File: config.mk
export PLATFORM = sky130hd
export DESIGN_NAME = store_buffer_flat
export DESIGN_NICKNAME = d
export VERILOG_FILES = /design/src/rtl/store_buffer_pkg.sv /design/src/rtl/store_buffer_if.sv /design/src/rtl/store_buffer_match.sv /design/src/rtl/store_buffer.sv /design/src/flat_wrapper.sv
export SDC_FILE = /design/constraint.sdc
export NUM_CORES = 1
export LEC_CHECK = 0
export CAP_MARGIN = 20
export CORE_MARGIN = 1.5
export CORE_UTILIZATION = 45
export DETAILED_ROUTE_END_ITERATION = 7
export PLACE_DENSITY = 0.79
export RECOVER_POWER = 100
export SYNTH_ARGS = -nofsm -noshare
export SYNTH_HDL_FRONTEND = slang
export SYNTH_SLANG_ARGS = --single-unit
File: constraint.sdc
create_clock -name Clk -period 5.3 [get_ports Clk]
set_clock_uncertainty 0.2 [all_clocks]
set_input_delay 1.06 -clock Clk [delete_from_list [all_inputs] [get_ports Clk]]
set_output_delay 1.06 -clock Clk [all_outputs]
set_load 0.005 [all_outputs]
File: src/rtl/store_buffer_pkg.sv
// Shared types and default sizing for the store buffer between the datapath
// memory stage and the word-addressed data memory.
package store_buffer_pkg;

  localparam int SB_DEPTH = 4;
  localparam int SB_AW    = 10;
  localparam int SB_PTR_W = $clog2(SB_DEPTH);
  localparam int SB_CNT_W = $clog2(SB_DEPTH + 1);

  typedef struct packed {
    logic [SB_AW-1:0] addr;
    logic [31:0]      data;
  } entry_t;

endpackage

File: src/rtl/store_buffer_if.sv
// CPU-side and memory-side bus of the store buffer. The buffer sits on the
// slave modport; the datapath/memory environment drives the master side.
interface store_buffer_if
  import store_buffer_pkg::*;
#(
  parameter int AW = SB_AW
) ();

  logic          cpu_st;
  logic          cpu_ld;
  logic [AW-1:0] cpu_addr;
  logic [31:0]   cpu_wdata;
  logic [31:0]   cpu_rdata;
  logic          stall;
  logic          empty;
  logic [AW-1:0] dm_addr;
  logic [31:0]   dm_din;
  logic          dm_we;
  logic [31:0]   dm_dout;

  modport master (
    output cpu_st, cpu_ld, cpu_addr, cpu_wdata, dm_dout,
    input  cpu_rdata, stall, empty, dm_addr, dm_din, dm_we
  );

  modport slave (
    input  cpu_st, cpu_ld, cpu_addr, cpu_wdata, dm_dout,
    output cpu_rdata, stall, empty, dm_addr, dm_din, dm_we
  );

endinterface

File: src/rtl/store_buffer_match.sv
// Parallel address compare over the valid buffer entries; reports whether any
// pending store matches and the index of the youngest such entry.
module store_buffer_match
  import store_buffer_pkg::*;
#(
  parameter int DEPTH = SB_DEPTH,
  parameter int PTR_W = SB_PTR_W,
  parameter int CNT_W = SB_CNT_W,
  parameter int AW    = SB_AW
) (
  input  entry_t [DEPTH-1:0] entries,
  input  logic [PTR_W-1:0]   wr_ptr,
  input  logic [CNT_W-1:0]   count,
  input  logic [AW-1:0]      addr,
  output logic               hit,
  output logic [PTR_W-1:0]   idx
);

  logic [PTR_W-1:0] slot;

  // Walk backward from the newest entry; the first valid match is the youngest.
  always_comb begin
    hit  = 1'b0;
    idx  = wr_ptr;
    slot = wr_ptr;
    for (int k = 0; k < DEPTH; k++) begin
      slot = wr_ptr - PTR_W'(k + 1);
      if (!hit && (CNT_W'(k) < count) && (entries[slot].addr == addr)) begin
        hit = 1'b1;
        idx = slot;
      end
    end
  end

endmodule

File: src/rtl/store_buffer.sv
// Store buffer top: queues CPU stores and retires them to data memory when
// the load port is idle. Define STORE_BUFFER_FORWARD_EN to forward on a hit.
module store_buffer
  import store_buffer_pkg::*;
#(
  parameter int DEPTH = SB_DEPTH,
  parameter int AW    = SB_AW
) (
  input logic          Clk,
  input logic          Reset,
  store_buffer_if.slave bus
);

  localparam int PTR_W = $clog2(DEPTH);
  localparam int CNT_W = $clog2(DEPTH + 1);

  entry_t [DEPTH-1:0] entries;
  logic [PTR_W-1:0]   wr_ptr;
  logic [PTR_W-1:0]   rd_ptr;
  logic [PTR_W-1:0]   hit_idx;
  logic [CNT_W-1:0]   count;
  logic               hit;
  logic               ld;
  logic               full;
  logic               enq;
  logic               drain;
  logic               st_stall;
  logic               ld_stall;
  entry_t             head;
  logic [AW-1:0]      head_addr;

  store_buffer_match #(
    .DEPTH(DEPTH),
    .PTR_W(PTR_W),
    .CNT_W(CNT_W),
    .AW   (AW)
  ) u_match (
    .entries(entries),
    .wr_ptr (wr_ptr),
    .count  (count),
    .addr   (bus.cpu_addr),
    .hit    (hit),
    .idx    (hit_idx)
  );

  // A request with both strobes is a store; the load strobe still holds the port.
  assign ld       = bus.cpu_ld & ~bus.cpu_st;
  assign full     = (count == CNT_W'(DEPTH));
  assign enq      = bus.cpu_st & ~full;
  assign st_stall = bus.cpu_st & full;

`ifdef STORE_BUFFER_FORWARD_EN
  assign ld_stall = 1'b0;
`else
  assign ld_stall = ld & hit;
`endif

  // Reset suppresses the write so discarded stores never reach memory.
  assign drain     = (count != '0) & (~bus.cpu_ld | ld_stall) & ~Reset;
  assign head      = entries[rd_ptr];
  assign head_addr = head.addr;

  assign bus.dm_we     = drain;
  assign bus.dm_addr   = drain ? head_addr : bus.cpu_addr;
  assign bus.dm_din    = head.data;
  assign bus.cpu_rdata = hit ? entries[hit_idx].data : bus.dm_dout;
  assign bus.stall     = st_stall | ld_stall;
  assign bus.empty     = (count == '0);

  // Pointers wrap naturally at DEPTH; entry payloads need no reset.
  always_ff @(posedge Clk) begin
    if (Reset) begin
      wr_ptr <= '0;
      rd_ptr <= '0;
      count  <= '0;
    end else begin
      if (enq) begin
        entries[wr_ptr] <= '{addr: bus.cpu_addr, data: bus.cpu_wdata};
        wr_ptr          <= wr_ptr + PTR_W'(1);
      end
      if (drain) begin
        rd_ptr <= rd_ptr + PTR_W'(1);
      end
      count <= count + CNT_W'(enq) - CNT_W'(drain);
    end
  end

endmodule

File: src/flat_wrapper.sv
// flat-port wrapper written by rule: the top's interface ports become plain ports
module store_buffer_flat import store_buffer_pkg::*;
#(
  parameter int DEPTH = SB_DEPTH,
  parameter int AW    = SB_AW
)
  (Clk, Reset, bus_cpu_st, bus_cpu_ld, bus_cpu_addr, bus_cpu_wdata, bus_dm_dout, bus_cpu_rdata, bus_stall, bus_empty, bus_dm_addr, bus_dm_din, bus_dm_we);
  store_buffer_if #(.AW(AW)) bus_i ();
  input logic Clk;
  input logic Reset;
  input wire logic [$bits(bus_i.cpu_st)-1:0] bus_cpu_st;
  input wire logic [$bits(bus_i.cpu_ld)-1:0] bus_cpu_ld;
  input wire logic [$bits(bus_i.cpu_addr)-1:0] bus_cpu_addr;
  input wire logic [$bits(bus_i.cpu_wdata)-1:0] bus_cpu_wdata;
  input wire logic [$bits(bus_i.dm_dout)-1:0] bus_dm_dout;
  output wire logic [$bits(bus_i.cpu_rdata)-1:0] bus_cpu_rdata;
  output wire logic [$bits(bus_i.stall)-1:0] bus_stall;
  output wire logic [$bits(bus_i.empty)-1:0] bus_empty;
  output wire logic [$bits(bus_i.dm_addr)-1:0] bus_dm_addr;
  output wire logic [$bits(bus_i.dm_din)-1:0] bus_dm_din;
  output wire logic [$bits(bus_i.dm_we)-1:0] bus_dm_we;
  assign bus_i.cpu_st = bus_cpu_st;
  assign bus_i.cpu_ld = bus_cpu_ld;
  assign bus_i.cpu_addr = bus_cpu_addr;
  assign bus_i.cpu_wdata = bus_cpu_wdata;
  assign bus_i.dm_dout = bus_dm_dout;
  assign bus_cpu_rdata = bus_i.cpu_rdata;
  assign bus_stall = bus_i.stall;
  assign bus_empty = bus_i.empty;
  assign bus_dm_addr = bus_i.dm_addr;
  assign bus_dm_din = bus_i.dm_din;
  assign bus_dm_we = bus_i.dm_we;
  store_buffer #(.DEPTH(DEPTH), .AW(AW)) u_core (.Clk(Clk), .Reset(Reset), .bus(bus_i));
endmodule
==> flow_summary.json <==
{
  "die_width_um": 149,
  "finalCritPeriodShare": 0.981,
  "synth_cell_type_count": 53,
  "path_class": "in -> out",
  "vias_per_cell": 5.88,
  "drc_errors": 0,
  "routedWlPerCell_um": 22.4,
  "startpoint": "bus_cpu_addr[5]",
  "gp_congestion": 0.931,
  "synthFlopType": "edfxtp_1",
  "core_sq_um": 21000,
  "period_minus_slack_ns": 5.20,
  "hold_viol": 0,
  "ant_nets": 0,
  "grt_start_max_net_pins": 25,
  "cts_buffer_depth": 2,
  "chipHeight_um": 149,
  "setup-tns-final_ns": 0,
  "regToRegEndpoint": "u_core.count[2]",
  "final_core_util": 0.609,
  "initial_utilization": 0.457,
  "power_density_nw_per_um2": 366,
  "h-tree-depth": 4,
  "rows": 53,
  "grt_pass1_wl_mm": 39.3,
  "fmax_mhz": 192,
  "start_kind": "input port",
  "post_dp_cell_area_sq_um": 12000,
  "synthTopCellsByArea": "edfxtp_1, mux4_2, mux2i_1",
  "grt-ovfl-total": 0,
  "syn_to_final_growth_pct": 33.3,
  "ir_drop_mv": 0.235,
  "yosysTopAreaCell": "edfxtp_1",
  "worstPathRequired_ns": 4.04,
  "drv_cap": 4,
  "setup_viol": 0,
  "arrival_ns": 3.94,
  "tightest_slew_ns": 1.82,
  "seq_area_frac_synth": 0.541,
  "boundaryPins": 155,
  "die-area_sq_um": 22200,
  "status": "finished, violations left",
  "ys_ff_latch": 175,
  "root_buffer": "clkbuf_16",
  "final_cell_area_sq_um": 12800,
  "finalNonFillerCells": 1146,
  "dp_cells": 1098,
  "post_synth.cell_area_avg_sq_um": 14.8,
  "crit_path_end_kind": "output pin",
  "hpwl_mm": 17.0,
  "whs_ns": 0.492,
  "synth_fp_nets": 735,
  "fin_nets": 943,
  "antenna_found_initial": 1,
  "worst_setup_hold_path_clk_slew_ns": 0.06,
  "cts_tree": "done",
  "drtIter0Drc": 458,
  "drt-total-wl_mm": 25.7,
  "synth_edf_count": 168,
  "synth_top_area_frac": 0.527,
  "vias": 6744,
  "grt_pass1_vias": 6949,
  "r2r_cells": 21,
  "crit_fanout": 11,
  "slew_headroom": -0.215,
  "cts_buffers": 17,
  "clkSinkCount": 175,
  "p_leak_nw": 4.30,
  "slew_violations": 89,
  "synth_area_sq_um": 9580,
  "rsz0062_at_grt": "false",
  "rr_startpoint": "u_core.wr_ptr[0]",
  "io_buffers": 154,
  "endpoint": "bus_cpu_rdata[5]",
  "violations": "max-capacitance violations, max-slew violations",
  "synth_warnings": 0,
  "grtUsageTotal": 0.236,
  "drtPass1Iterations": 5,
  "worst_slack_ns": 0.101,
  "synthArstFlopShare": 0,
  "ctsHoldBuffers": 0,
  "power_mw": 4.67,
  "pre_cts_slack_ns": -0.483,
  "synth_cells": 648,
  "r2r_slack_ns": 1.12,
  "insertion_delay_ns": 0.43,
  "drive_above_1_share": 0.270,
  "hold_class": "reg -> reg"
}
## power by group
group | total [mW] | internal, mW | switching, mW
clock network | 1.30 | 0.755 | 0.549
registers | 1.73 | 1.63 | 0.103
logic | 1.64 | 0.872 | 0.763
## area by class of cell
type	count	area, sq um
clock buffer	19	433
clock inverter	13	175
multi-input combinational	405	4250
antenna	2	5.00
tap	275	344
inverter	11	41.3
fill	1632	8180
sequential	175	5190
timing repair buffer	246	2330
## logic make-up after synthesis
kind of cell | after synthesis | synth area share
and+or+nand+nor | 126 | 0.0764
adders and majority gates | 9 | 0.0125
muxes | 133 | 0.205
DFF | 175 | 0.541
buffers and inverters | 68 | 0.0380
AOI/OAI and AO/OA | 97 | 0.0901
xor gates and xnor gates | 40 | 0.0366
## sequential cells by signal, indices dropped and copies added (netlist names)
name and flops:
u_core.count 3, u_core.entries 168, u_core.wr_ptr 2, u_core.rd_ptr 2
## worst min-delay path by stage
stage	start	endpoint	slack, ns	depth (start not counted)
2_1_floorplan	u_core.count[1]	u_core.count[1]	0.43	2
3_3_place_gp	u_core.count[1]	u_core.count[1]	0.46	2
3_5_place_dp	u_core.count[1]	u_core.count[1]	0.48	2
4_1_cts	u_core.count[1]	u_core.count[1]	0.49	2
5_1_grt	u_core.count[1]	u_core.count[1]	0.53	2
6_report	u_core.count[1]	u_core.count[1]	0.49	2
## per-layer routing
layer	global-route usage	part of all wire	vias up
met3	0.0434	0.055	42
met4	0.0762	0.021	0
met2	0.379	0.49	230
met5	0	0	-
li1	-	-	3026
met1	0.326	0.44	3446
## placed cells by master, fill, tap and decap left out, types with 12 or more instances in the layout
cell,n
a211oi_1,16
a211oi_2,49
and4_1,33
buf_12,12
buf_4,53
clkbuf_1,13
clkbuf_16,17
clkdlybuf4s50_1,39
dlygate4sd2_1,45
dlygate4sd3_1,63
edfxtp_1,168
mux2i_1,67
mux4_2,49
nor2_1,47
xnor2_1,29
## Yosys cell counts (6+ instances only)
master / n
a211oi_1: 37
a211oi_2: 28
a21oi_1: 7
and4_1: 33
buf_1: 6
buf_2: 7
clkbuf_1: 33
dfxtp_1: 7
edfxtp_1: 168
ha_1: 8
inv_1: 10
mux2_1: 9
mux2i_1: 69
mux4_2: 49
nand2_1: 10
nand3_1: 7
nor2_1: 47
xnor2_1: 30
xor2_1: 10
## worst max-delay path: stages
cell	delay [ns]
dlygate4sd2_1	0.29
clkbuf_1	0.36
xnor2_1	0.18
o2111ai_1	0.16
or3_4	0.36
a211o_1	0.37
nand3_4	0.18
buf_12	0.13
buf_6	0.18
mux2i_2	0.31
a211oi_2	0.12
clkdlybuf4s15_2	0.22
## timing repair
item	CTS	global route
setup endpoints to repair	44	18
setup buffers	13	0
pin swaps	16	4
gates resized for setup	97	11
cloned	2	0
Note: power is estimated with default switching activity, not from simulation.
